<file path="config.mk">
export PLATFORM = sky130hd
export DESIGN_NAME = index_extractor_flat
export DESIGN_NICKNAME = d
export VERILOG_FILES = /design/src/rtl/index_extractor_pkg.sv /design/src/rtl/index_extractor_if.sv /design/src/rtl/rr_arbiter2.sv /design/src/rtl/index_extractor.sv /design/src/flat_wrapper.sv
export SDC_FILE = /design/constraint.sdc
export NUM_CORES = 1
export LEC_CHECK = 0
export ABC_AREA = 0
export ABC_CLOCK_PERIOD_IN_PS = 1350
export BUFFER_PORTS_ARGS = -buffer_cell sky130_fd_sc_hd__buf_2
export CAP_MARGIN = 10
export CORE_ASPECT_RATIO = 1.75
export CORE_MARGIN = 2
export CORE_UTILIZATION = 39
export CTS_CLUSTER_DIAMETER = 100
export DETAILED_ROUTE_END_ITERATION = 8
export PLACE_DENSITY = 0.86
export SETUP_SLACK_MARGIN = 0.02
export SLEW_MARGIN = 25
export SYNTH_ARGS = -nofsm -noshare
export SYNTH_HDL_FRONTEND = slang
export SYNTH_SLANG_ARGS = --single-unit
</file>
<file path="constraint.sdc">
create_clock -name clk -period 1.35 [get_ports clk]
set_clock_uncertainty 0.05 [all_clocks]
set_input_delay 0.0675 -clock clk [delete_from_list [all_inputs] [get_ports clk]]
set_output_delay 0.0675 -clock clk [all_outputs]
set_load 0.03 [all_outputs]
</file>
<file path="src/rtl/index_extractor_pkg.sv">
// -----------------------------------------------------------------------------
// index_extractor_pkg
// Shared definitions for the cache-index extractor: default address split
// (byte-offset / set-index widths) and the layout of the 128-bit request
// descriptor pushed to the downstream FIFO.
//   [127:96] request ID
//   [95:64]  byte address
//   [63:32]  tag (address >> (OFFSET_BITS + INDEX_BITS))
//   [31:5]   zero
//   [4]      1 = write, 0 = read
//   [3:0]    set index
// -----------------------------------------------------------------------------
package index_extractor_pkg;

    localparam int OFFSET_BITS    = 6;
    localparam int INDEX_BITS     = 4;

    localparam int DESC_W         = 128;
    localparam int DESC_ID_LSB    = 96;
    localparam int DESC_ADDR_LSB  = 64;
    localparam int DESC_TAG_LSB   = 32;
    localparam int DESC_WR_BIT    = 4;
    localparam int DESC_INDEX_LSB = 0;
    localparam int DESC_INDEX_W   = 4;

    typedef struct packed {
        logic [31:0]             id;
        logic [31:0]             addr;
        logic [31:0]             tag;
        logic [26:0]             rsvd;
        logic                    is_write;
        logic [DESC_INDEX_W-1:0] index;
    } desc_t;

endpackage

</file>
<file path="src/rtl/index_extractor_if.sv">
// -----------------------------------------------------------------------------
// index_extractor_if
// Bundles the read/write request channels, the extracted index and the
// downstream FIFO push port of index_extractor.
//   master : requester / FIFO side (drives requests and fifo_afull_i)
//   slave  : index_extractor side (drives readies, index_o and FIFO push)
// -----------------------------------------------------------------------------
interface index_extractor_if #(
    parameter int INDEX_BITS = index_extractor_pkg::INDEX_BITS
);
    import index_extractor_pkg::*;

    logic [31:0]           arid_i;
    logic [31:0]           araddr_i;
    logic                  arvalid_i;
    logic                  arready_o;
    logic [31:0]           awid_i;
    logic [31:0]           awaddr_i;
    logic                  awvalid_i;
    logic                  awready_o;
    logic [INDEX_BITS-1:0] index_o;
    logic                  fifo_afull_i;
    logic                  fifo_write_en_o;
    logic [DESC_W-1:0]     fifo_data_o;

    modport master (
        output arid_i, araddr_i, arvalid_i,
        output awid_i, awaddr_i, awvalid_i,
        output fifo_afull_i,
        input  arready_o, awready_o, index_o,
        input  fifo_write_en_o, fifo_data_o
    );

    modport slave (
        input  arid_i, araddr_i, arvalid_i,
        input  awid_i, awaddr_i, awvalid_i,
        input  fifo_afull_i,
        output arready_o, awready_o, index_o,
        output fifo_write_en_o, fifo_data_o
    );

endinterface

</file>
<file path="src/rtl/rr_arbiter2.sv">
// -----------------------------------------------------------------------------
// rr_arbiter2
// Two-requester round-robin arbiter (read vs write) with combinational grants.
//   clk, rst_n     : clock, asynchronous active-low reset
//   req_rd, req_wr : request valids
//   enable         : grants allowed this cycle (downstream has room)
//   gnt_rd, gnt_wr : one-hot-or-zero grants; a grant is an accepted handshake
// last_grant records the channel granted most recently (0 = read, 1 = write).
// primed stays low until the first grant after reset so that read leads the
// very first contention even though last_grant resets to 0.
// -----------------------------------------------------------------------------
module rr_arbiter2 (
    input  logic clk,
    input  logic rst_n,
    input  logic req_rd,
    input  logic req_wr,
    input  logic enable,
    output logic gnt_rd,
    output logic gnt_wr
);

    logic last_grant;
    logic primed;

    always_comb begin
        gnt_rd = 1'b0;
        gnt_wr = 1'b0;
        // rst_n gating keeps both readies low while reset is held
        if (enable && rst_n) begin
            if (req_rd && req_wr) begin
                gnt_rd = !primed || last_grant;
                gnt_wr = primed && !last_grant;
            end else begin
                gnt_rd = req_rd;
                gnt_wr = req_wr;
            end
        end
    end

    always_ff @(posedge clk or negedge rst_n) begin
        if (!rst_n) begin
            last_grant <= 1'b0;
            primed     <= 1'b0;
        end else if (gnt_rd || gnt_wr) begin
            last_grant <= gnt_wr;
            primed     <= 1'b1;
        end
    end

endmodule

</file>
<file path="src/rtl/index_extractor.sv">
// -----------------------------------------------------------------------------
// index_extractor
// Accepts at most one read or write request per cycle (round-robin when both
// are pending, nothing while the downstream FIFO is almost full), splits the
// accepted byte address into set index and tag, and pushes a 128-bit
// descriptor to the FIFO one cycle after acceptance.
//   clk   : clock, all state on the rising edge
//   rst_n : asynchronous active-low reset
//   bus   : index_extractor_if.slave (request channels, index_o, FIFO push)
// -----------------------------------------------------------------------------
module index_extractor #(
    parameter int OFFSET_BITS = index_extractor_pkg::OFFSET_BITS,
    parameter int INDEX_BITS  = index_extractor_pkg::INDEX_BITS
) (
    input  logic               clk,
    input  logic               rst_n,
    index_extractor_if.slave   bus
);
    import index_extractor_pkg::*;

    localparam int TAG_SHIFT = OFFSET_BITS + INDEX_BITS;

    logic                  gnt_rd;
    logic                  gnt_wr;
    logic                  vld_p0;
    logic [31:0]           addr_p0;
    logic [31:0]           id_p0;
    logic [INDEX_BITS-1:0] index_p0;
    logic [31:0]           tag_p0;
    logic [DESC_W-1:0]     desc_p0;

    logic                  vld_p1;
    logic [INDEX_BITS-1:0] index_p1;
    desc_t                 desc_p1;

    rr_arbiter2 u_arb (
        .clk    (clk),
        .rst_n  (rst_n),
        .req_rd (bus.arvalid_i),
        .req_wr (bus.awvalid_i),
        .enable (!bus.fifo_afull_i),
        .gnt_rd (gnt_rd),
        .gnt_wr (gnt_wr)
    );

    assign bus.arready_o = gnt_rd;
    assign bus.awready_o = gnt_wr;

    // ---- p0: select granted channel, split address, build descriptor ----
    assign vld_p0   = gnt_rd || gnt_wr;
    assign addr_p0  = gnt_wr ? bus.awaddr_i : bus.araddr_i;
    assign id_p0    = gnt_wr ? bus.awid_i   : bus.arid_i;
    assign index_p0 = addr_p0[TAG_SHIFT-1:OFFSET_BITS];
    assign tag_p0   = addr_p0 >> TAG_SHIFT;

    always_comb begin
        desc_p0                                     = '0;
        desc_p0[DESC_ID_LSB +: 32]                  = id_p0;
        desc_p0[DESC_ADDR_LSB +: 32]                = addr_p0;
        desc_p0[DESC_TAG_LSB +: 32]                 = tag_p0;
        desc_p0[DESC_WR_BIT]                        = gnt_wr;
        desc_p0[DESC_INDEX_LSB +: DESC_INDEX_W]     = DESC_INDEX_W'(index_p0);
    end

    // ---- p1: registered push strobe, descriptor and index ----
    always_ff @(posedge clk or negedge rst_n) begin
        if (!rst_n) begin
            vld_p1   <= 1'b0;
            index_p1 <= '0;
            desc_p1  <= '0;
        end else begin
            vld_p1 <= vld_p0;
            if (vld_p0) begin
                index_p1 <= index_p0;
                desc_p1  <= desc_t'(desc_p0);
            end
        end
    end

    assign bus.fifo_write_en_o = vld_p1;
    assign bus.fifo_data_o     = desc_p1;
    assign bus.index_o         = index_p1;

endmodule

</file>
<file path="src/flat_wrapper.sv">
// flat-port wrapper written by rule: the top's interface ports become plain ports
module index_extractor_flat import index_extractor_pkg::*;
#(
    parameter int OFFSET_BITS = index_extractor_pkg::OFFSET_BITS,
    parameter int INDEX_BITS  = index_extractor_pkg::INDEX_BITS
)
  (clk, rst_n, bus_arid_i, bus_araddr_i, bus_arvalid_i, bus_awid_i, bus_awaddr_i, bus_awvalid_i, bus_fifo_afull_i, bus_arready_o, bus_awready_o, bus_index_o, bus_fifo_write_en_o, bus_fifo_data_o);
  index_extractor_if #(.INDEX_BITS(INDEX_BITS)) bus_i ();
  input  logic clk;
  input  logic rst_n;
  input wire logic [$bits(bus_i.arid_i)-1:0] bus_arid_i;
  input wire logic [$bits(bus_i.araddr_i)-1:0] bus_araddr_i;
  input wire logic [$bits(bus_i.arvalid_i)-1:0] bus_arvalid_i;
  input wire logic [$bits(bus_i.awid_i)-1:0] bus_awid_i;
  input wire logic [$bits(bus_i.awaddr_i)-1:0] bus_awaddr_i;
  input wire logic [$bits(bus_i.awvalid_i)-1:0] bus_awvalid_i;
  input wire logic [$bits(bus_i.fifo_afull_i)-1:0] bus_fifo_afull_i;
  output wire logic [$bits(bus_i.arready_o)-1:0] bus_arready_o;
  output wire logic [$bits(bus_i.awready_o)-1:0] bus_awready_o;
  output wire logic [$bits(bus_i.index_o)-1:0] bus_index_o;
  output wire logic [$bits(bus_i.fifo_write_en_o)-1:0] bus_fifo_write_en_o;
  output wire logic [$bits(bus_i.fifo_data_o)-1:0] bus_fifo_data_o;
  assign bus_i.arid_i = bus_arid_i;
  assign bus_i.araddr_i = bus_araddr_i;
  assign bus_i.arvalid_i = bus_arvalid_i;
  assign bus_i.awid_i = bus_awid_i;
  assign bus_i.awaddr_i = bus_awaddr_i;
  assign bus_i.awvalid_i = bus_awvalid_i;
  assign bus_i.fifo_afull_i = bus_fifo_afull_i;
  assign bus_arready_o = bus_i.arready_o;
  assign bus_awready_o = bus_i.awready_o;
  assign bus_index_o = bus_i.index_o;
  assign bus_fifo_write_en_o = bus_i.fifo_write_en_o;
  assign bus_fifo_data_o = bus_i.fifo_data_o;
  index_extractor #(.OFFSET_BITS(OFFSET_BITS), .INDEX_BITS(INDEX_BITS)) u_core (.clk(clk), .rst_n(rst_n), .bus(bus_i));
endmodule
</file>
Word-level counts from Yosys, hierarchy flattened
Cells that the tools add are included.
Widths: inputs -> output; s select.
Storage, ports and cells
  register bits after elaboration: 93
  bits of input ports: 133
Operators by class
  multiplexer cells: 6
  reduce and logical (&&, ||, !) cells: 8
Operators by type and width (count)
  $mux 32: 2
  $mux 1: 4
  $logic_and 1x1->1: 3
  $logic_not 1->1: 3
  $logic_or 1x1->1: 2

Logic depth before layout (Yosys ltp)
  depth after elaboration: 5
  mapped depth: 5
  mapped depth without buffers: 3

Cells and area by module
From an unflattened synthesis, not the netlist that was laid out.
Unflattened totals
  cell total of the unflattened synthesis: 364
  area, all modules: 3686.0 um2
Modules (own cells, without submodules)
  index_extractor: instances 1, cells each 352, area each 3575.9 um2
  rr_arbiter2: instances 1, cells each 12, area each 110.1 um2

Least setup slack after synthesis
Ideal clock, no wire load.
  path kind: register to output
  start: register u_core.u_arb.primed
  end: output port bus_arready_o
  data arrival time: 1.644 ns
  required time: 1.233 ns
  setup slack: -0.412 ns
  stages on the path, launching flop included: 5
  cells stage by stage: dfrtp_1 -> nor2b_1 -> buf_2 -> clkbuf_1 -> a211oi_1
On the way
  longest elaborated chain between the ends: 4
Ends and longest elaborated chain
  start, declared: RTL line rr_arbiter2.sv:23  | logic primed;
  start signal, assigned: RTL line rr_arbiter2.sv:43  | primed <= 1'b0;
  start signal, assigned: RTL line rr_arbiter2.sv:46  | primed <= 1'b1;
  $logic_not 1->1: RTL line rr_arbiter2.sv:31  | gnt_rd = !primed || last_grant;
  $logic_or 1x1->1: RTL line rr_arbiter2.sv:31
  $mux 1: RTL line rr_arbiter2.sv:30  | if (req_rd && req_wr) begin
  $mux 1: RTL line rr_arbiter2.sv:29  | if (enable && rst_n) begin
  end, declared: RTL line flat_wrapper.sv:18  | output wire logic [$bits(bus_i.arready_o)-1:0] bus_arready_o;
No other way between the ends.

Worst setup path in the final report
  start: register u_core.u_arb.primed
  end: register u_core.desc_p1, in the netlist u_core.bus.fifo_data_o[115]
On the way
  longest elaborated chain between the ends: 5
Ends and longest elaborated chain
  $logic_not 1->1: RTL line rr_arbiter2.sv:31
  $logic_or 1x1->1: RTL line rr_arbiter2.sv:31
  $mux 1: RTL line rr_arbiter2.sv:30
  $mux 1: RTL line rr_arbiter2.sv:29
  $logic_or 1x1->1: RTL line index_extractor.sv:50  | assign vld_p0 = gnt_rd || gnt_wr;
  end signal, assigned: RTL line index_extractor.sv:75  | desc_p1 <= desc_t'(desc_p0);
  end, declared: RTL line index_extractor.sv:34  | desc_t desc_p1;
Parallel ways exist; a longest one is shown, timed or not.
A chain may end at the register's enable or synchronous reset.

==> impl_metrics.py <==
metrics = {
    "route": {
        "vias_per_cell": 5.95,
        "wl_met2_mm": 10.1,
        "ant_nets": 0,
        "dr_wl_met3_mm": 1.30,
        "drtPass1Iterations": 7,
        "vias": 5052,
        "drc": 0,
        "drt_wl_total_mm": 18.6,
        "wl_met1_mm": 6.30,
        "drtIter0Drc": 314,
        "highest_layer": "met4",
        "wl_per_cell_um": 22.0,
    },
    "worst_setup_path": {
        "timing.rr.end": "u_core.bus.fifo_data_o[115]",
        "cp-end-kind": "flip-flop",
        "cp_slowest_cell": "dfrtp_1",
        "worstPathCellList": "nor2b_4 -> o211a_4 -> buf_6 -> clkbuf_16 -> o311ai_4",
        "crit_end": "u_core.bus.fifo_data_o[115]",
        "critPathLaunch": "u_core.u_arb.primed",
        "path_class": "flip-flop to flip-flop",
        "r2r_start": "u_core.u_arb.primed",
        "required_ns": 1.52,
        "cp.arrival_ns": 1.70,
        "slowest_delay_ns": 0.37,
        "startpoint_type": "flip-flop",
        "crit_fanout": 5,
        "reg2reg_depth": 5,
        "r2r_setup_slack_ns": -0.18,
    },
    "floorplan": {
        "core_mm2": 0.0106,
        "die_y_um": 141,
        "dieArea_mm2": 0.0116,
        "die-width_um": 82.3,
        "core.rowCount": 50,
        "initial_core_util_pct": 39.6,
        "io_pins": 268,
    },
    "cts": {
        "insertion_delay_ns": 0.32,
        "numClockSinks": 67,
        "htreeDepth": 3,
        "numCtsBuffers": 9,
        "path_clk_slew_ns": 0.06,
        "tritoncts": "built",
        "cts.path.max_buffers": 2,
        "ctsRootBufferMaster": "clkbuf_16",
    },
    "global_route": {
        "antenna_found_initial": 0,
        "grt-ovfl-total": 0,
        "grt_pass1_vias": 5032,
        "track_usage_pct": 29.1,
        "grt_max_degree": 68,
        "grt_pass1_wl_mm": 25.7,
    },
    "yosys": {
        "yosys_warnings": 0,
        "netlist_area_mm2": 0.00419,
        "postSynthAreaPerCell_um2": 9.14,
        "ys_ff_latch": 67,
        "yosysSeqAreaShare_pct": 40.0,
        "netlist_instances": 458,
        "synth.distinct_cells": 21,
    },
    "layout": {
        "diodes": 0,
        "drive_above_1_share_pct": 52.4,
        "area_growth_pct": 79.4,
        "nNetsFinal": 847,
        "final_cell_count_no_fill": 849,
        "fin_util_pct": 71.0,
        "layout_common_cells": "buf_2 (227), dfrtp_1 (67), inv_1 (65)",
        "layout_commonest_cell": "buf_2",
    },
    "sta": {
        "slew_viol_final": 0,
        "slew_headroom_pct": 56.6,
        "rsz0062_at_grt": "true",
        "tightest_slew_ns": 0.651,
        "fmax_ghz": 0.653,
        "setup_viol_count_final": 67,
        "hold_slack_ns": 0.00347,
        "final.min_clock_period_ns": 1.53,
        "worst_slack_ns": -0.182,
        "hold_viol": 0,
        "period_share_pct": 113,
    },
    "place": {
        "dp.final_hpwl_mm": 9.77,
        "place_congestion": 0.835,
        "port_buffers": 230,
        "pre_cts_ws_ns": -0.172,
        "dp_cells": 753,
    },
    "pwr": {
        "power.total_mw": 9.00,
        "vdd_drop_max_v": 0.000813,
        "leakagePower_nw": 3.39,
        "p_per_area_mw_per_mm2": 1200,
    },
    "outcome": {
        "violations": "negative setup slack",
        "outcome": "complete, but fails checks",
    },
    "hold_path": {
        "min_from": "bus_awaddr_i[4]",
        "hold_path.class": "input pin to flip-flop",
    },
    "job": {
        "cap_violations": 0,
    },
}
## flip-flops by register name, summed over array words and instances (netlist names)
signal                      count
u_core.u_arb.primed             1
u_core.bus.fifo_data_o         65
u_core.bus.fifo_write_en_o      1
## synthesized netlist by cell type, drive strengths merged
master / instances / area (um^2)
buf: 81 / 599
dfrtp: 67 / 1680
inv: 66 / 248
o21ai: 65 / 325
o2111ai: 64 / 561
o311ai: 64 / 561
clkbuf: 42 / 159
nand2b: 2 / 12.5
nor2b: 2 / 12.5
a211oi: 1 / 7.51
a21o: 1 / 7.51
conb: 1 / 3.75
nor2: 1 / 3.75
o211a: 1 / 10.0
## per-stage QoR
step                area (um^2)  setup TNS (ns)
floorplan                  4360          -0.234
global placement           5190           -1.36
detailed placement         5190           -4.67
CTS                        6970           -9.56
global route               7510          -10.57
finish                     7510           -7.43
## what timing repair did
action,CTS,global route
endpoints found under the hold margin,112,1
setup buffers,8,3
resized for setup,124,60
endpoints found under the setup margin,66,134
hold buffers,61,1
pin swaps,10,7
cloned,5,4
## cell families (layout without fill, tap and decap cells)
family | count (synthesis) | count (layout) | share of synthesized area, %
DFF | 67 | 67 | 40.0
other | 1 | 37 | 0.0896
and+or+nand+nor | 5 | 5 | 0.687
AOI/OAI and AO/OA | 196 | 196 | 35.1
buffers and inverters | 189 | 414 | 24.0
## where the power goes
| group | switching, mW | leakage (nW) | total [mW] | internal, mW |
|---|---|---|---|---|
| Sequential | 0.247 | 0.803 | 2.63 | 2.39 |
| Combinational | 2.70 | 2.45 | 4.17 | 1.47 |
| Clock | 0.859 | 0.137 | 2.20 | 1.34 |
| Total | 3.81 | 3.39 | 9.00 | 5.19 |
## final cells by class
class / count / area, um^2
timing repair buffer: 332 / 2390
tap: 130 / 163
inverter: 66 / 248
sequential: 67 / 1680
clock buffer: 14 / 264
multi-input combinational: 238 / 2760
fill: 716 / 3060
clock inverter: 2 / 10.0
## per-layer routing
layer  up-vias  global-route usage, %
met1      2455                   32.0
met2       383                   49.9
met3        72                   5.63
met5         -                      0
met4         0                   17.6
li1       2142                      -
## worst max-delay path, delay by kind of cell (launching register included)
family | cells | cell delay [ns]
buffers and inverters | 2 | 0.32
AND/OR/NAND/NOR | 1 | 0.15
AO/OA/AOI/OAI | 2 | 0.54
flip-flops | 1 | 0.37
## worst min-delay path by stage
stage	endpoint	slack (ns)	cells after the start
3_3_place_gp	u_core.bus.fifo_data_o[109]	0.29	3
6_report	u_core.bus.fifo_data_o[68]	0.003	3
3_5_place_dp	u_core.bus.fifo_data_o[109]	0.30	3
4_1_cts	u_core.bus.fifo_data_o[94]	0.0001	3
5_1_grt	u_core.bus.fifo_data_o[64]	0.009	3
2_1_floorplan	u_core.bus.fifo_data_o[100]	-0.28	0
Power figures use the tool's default switching activity.
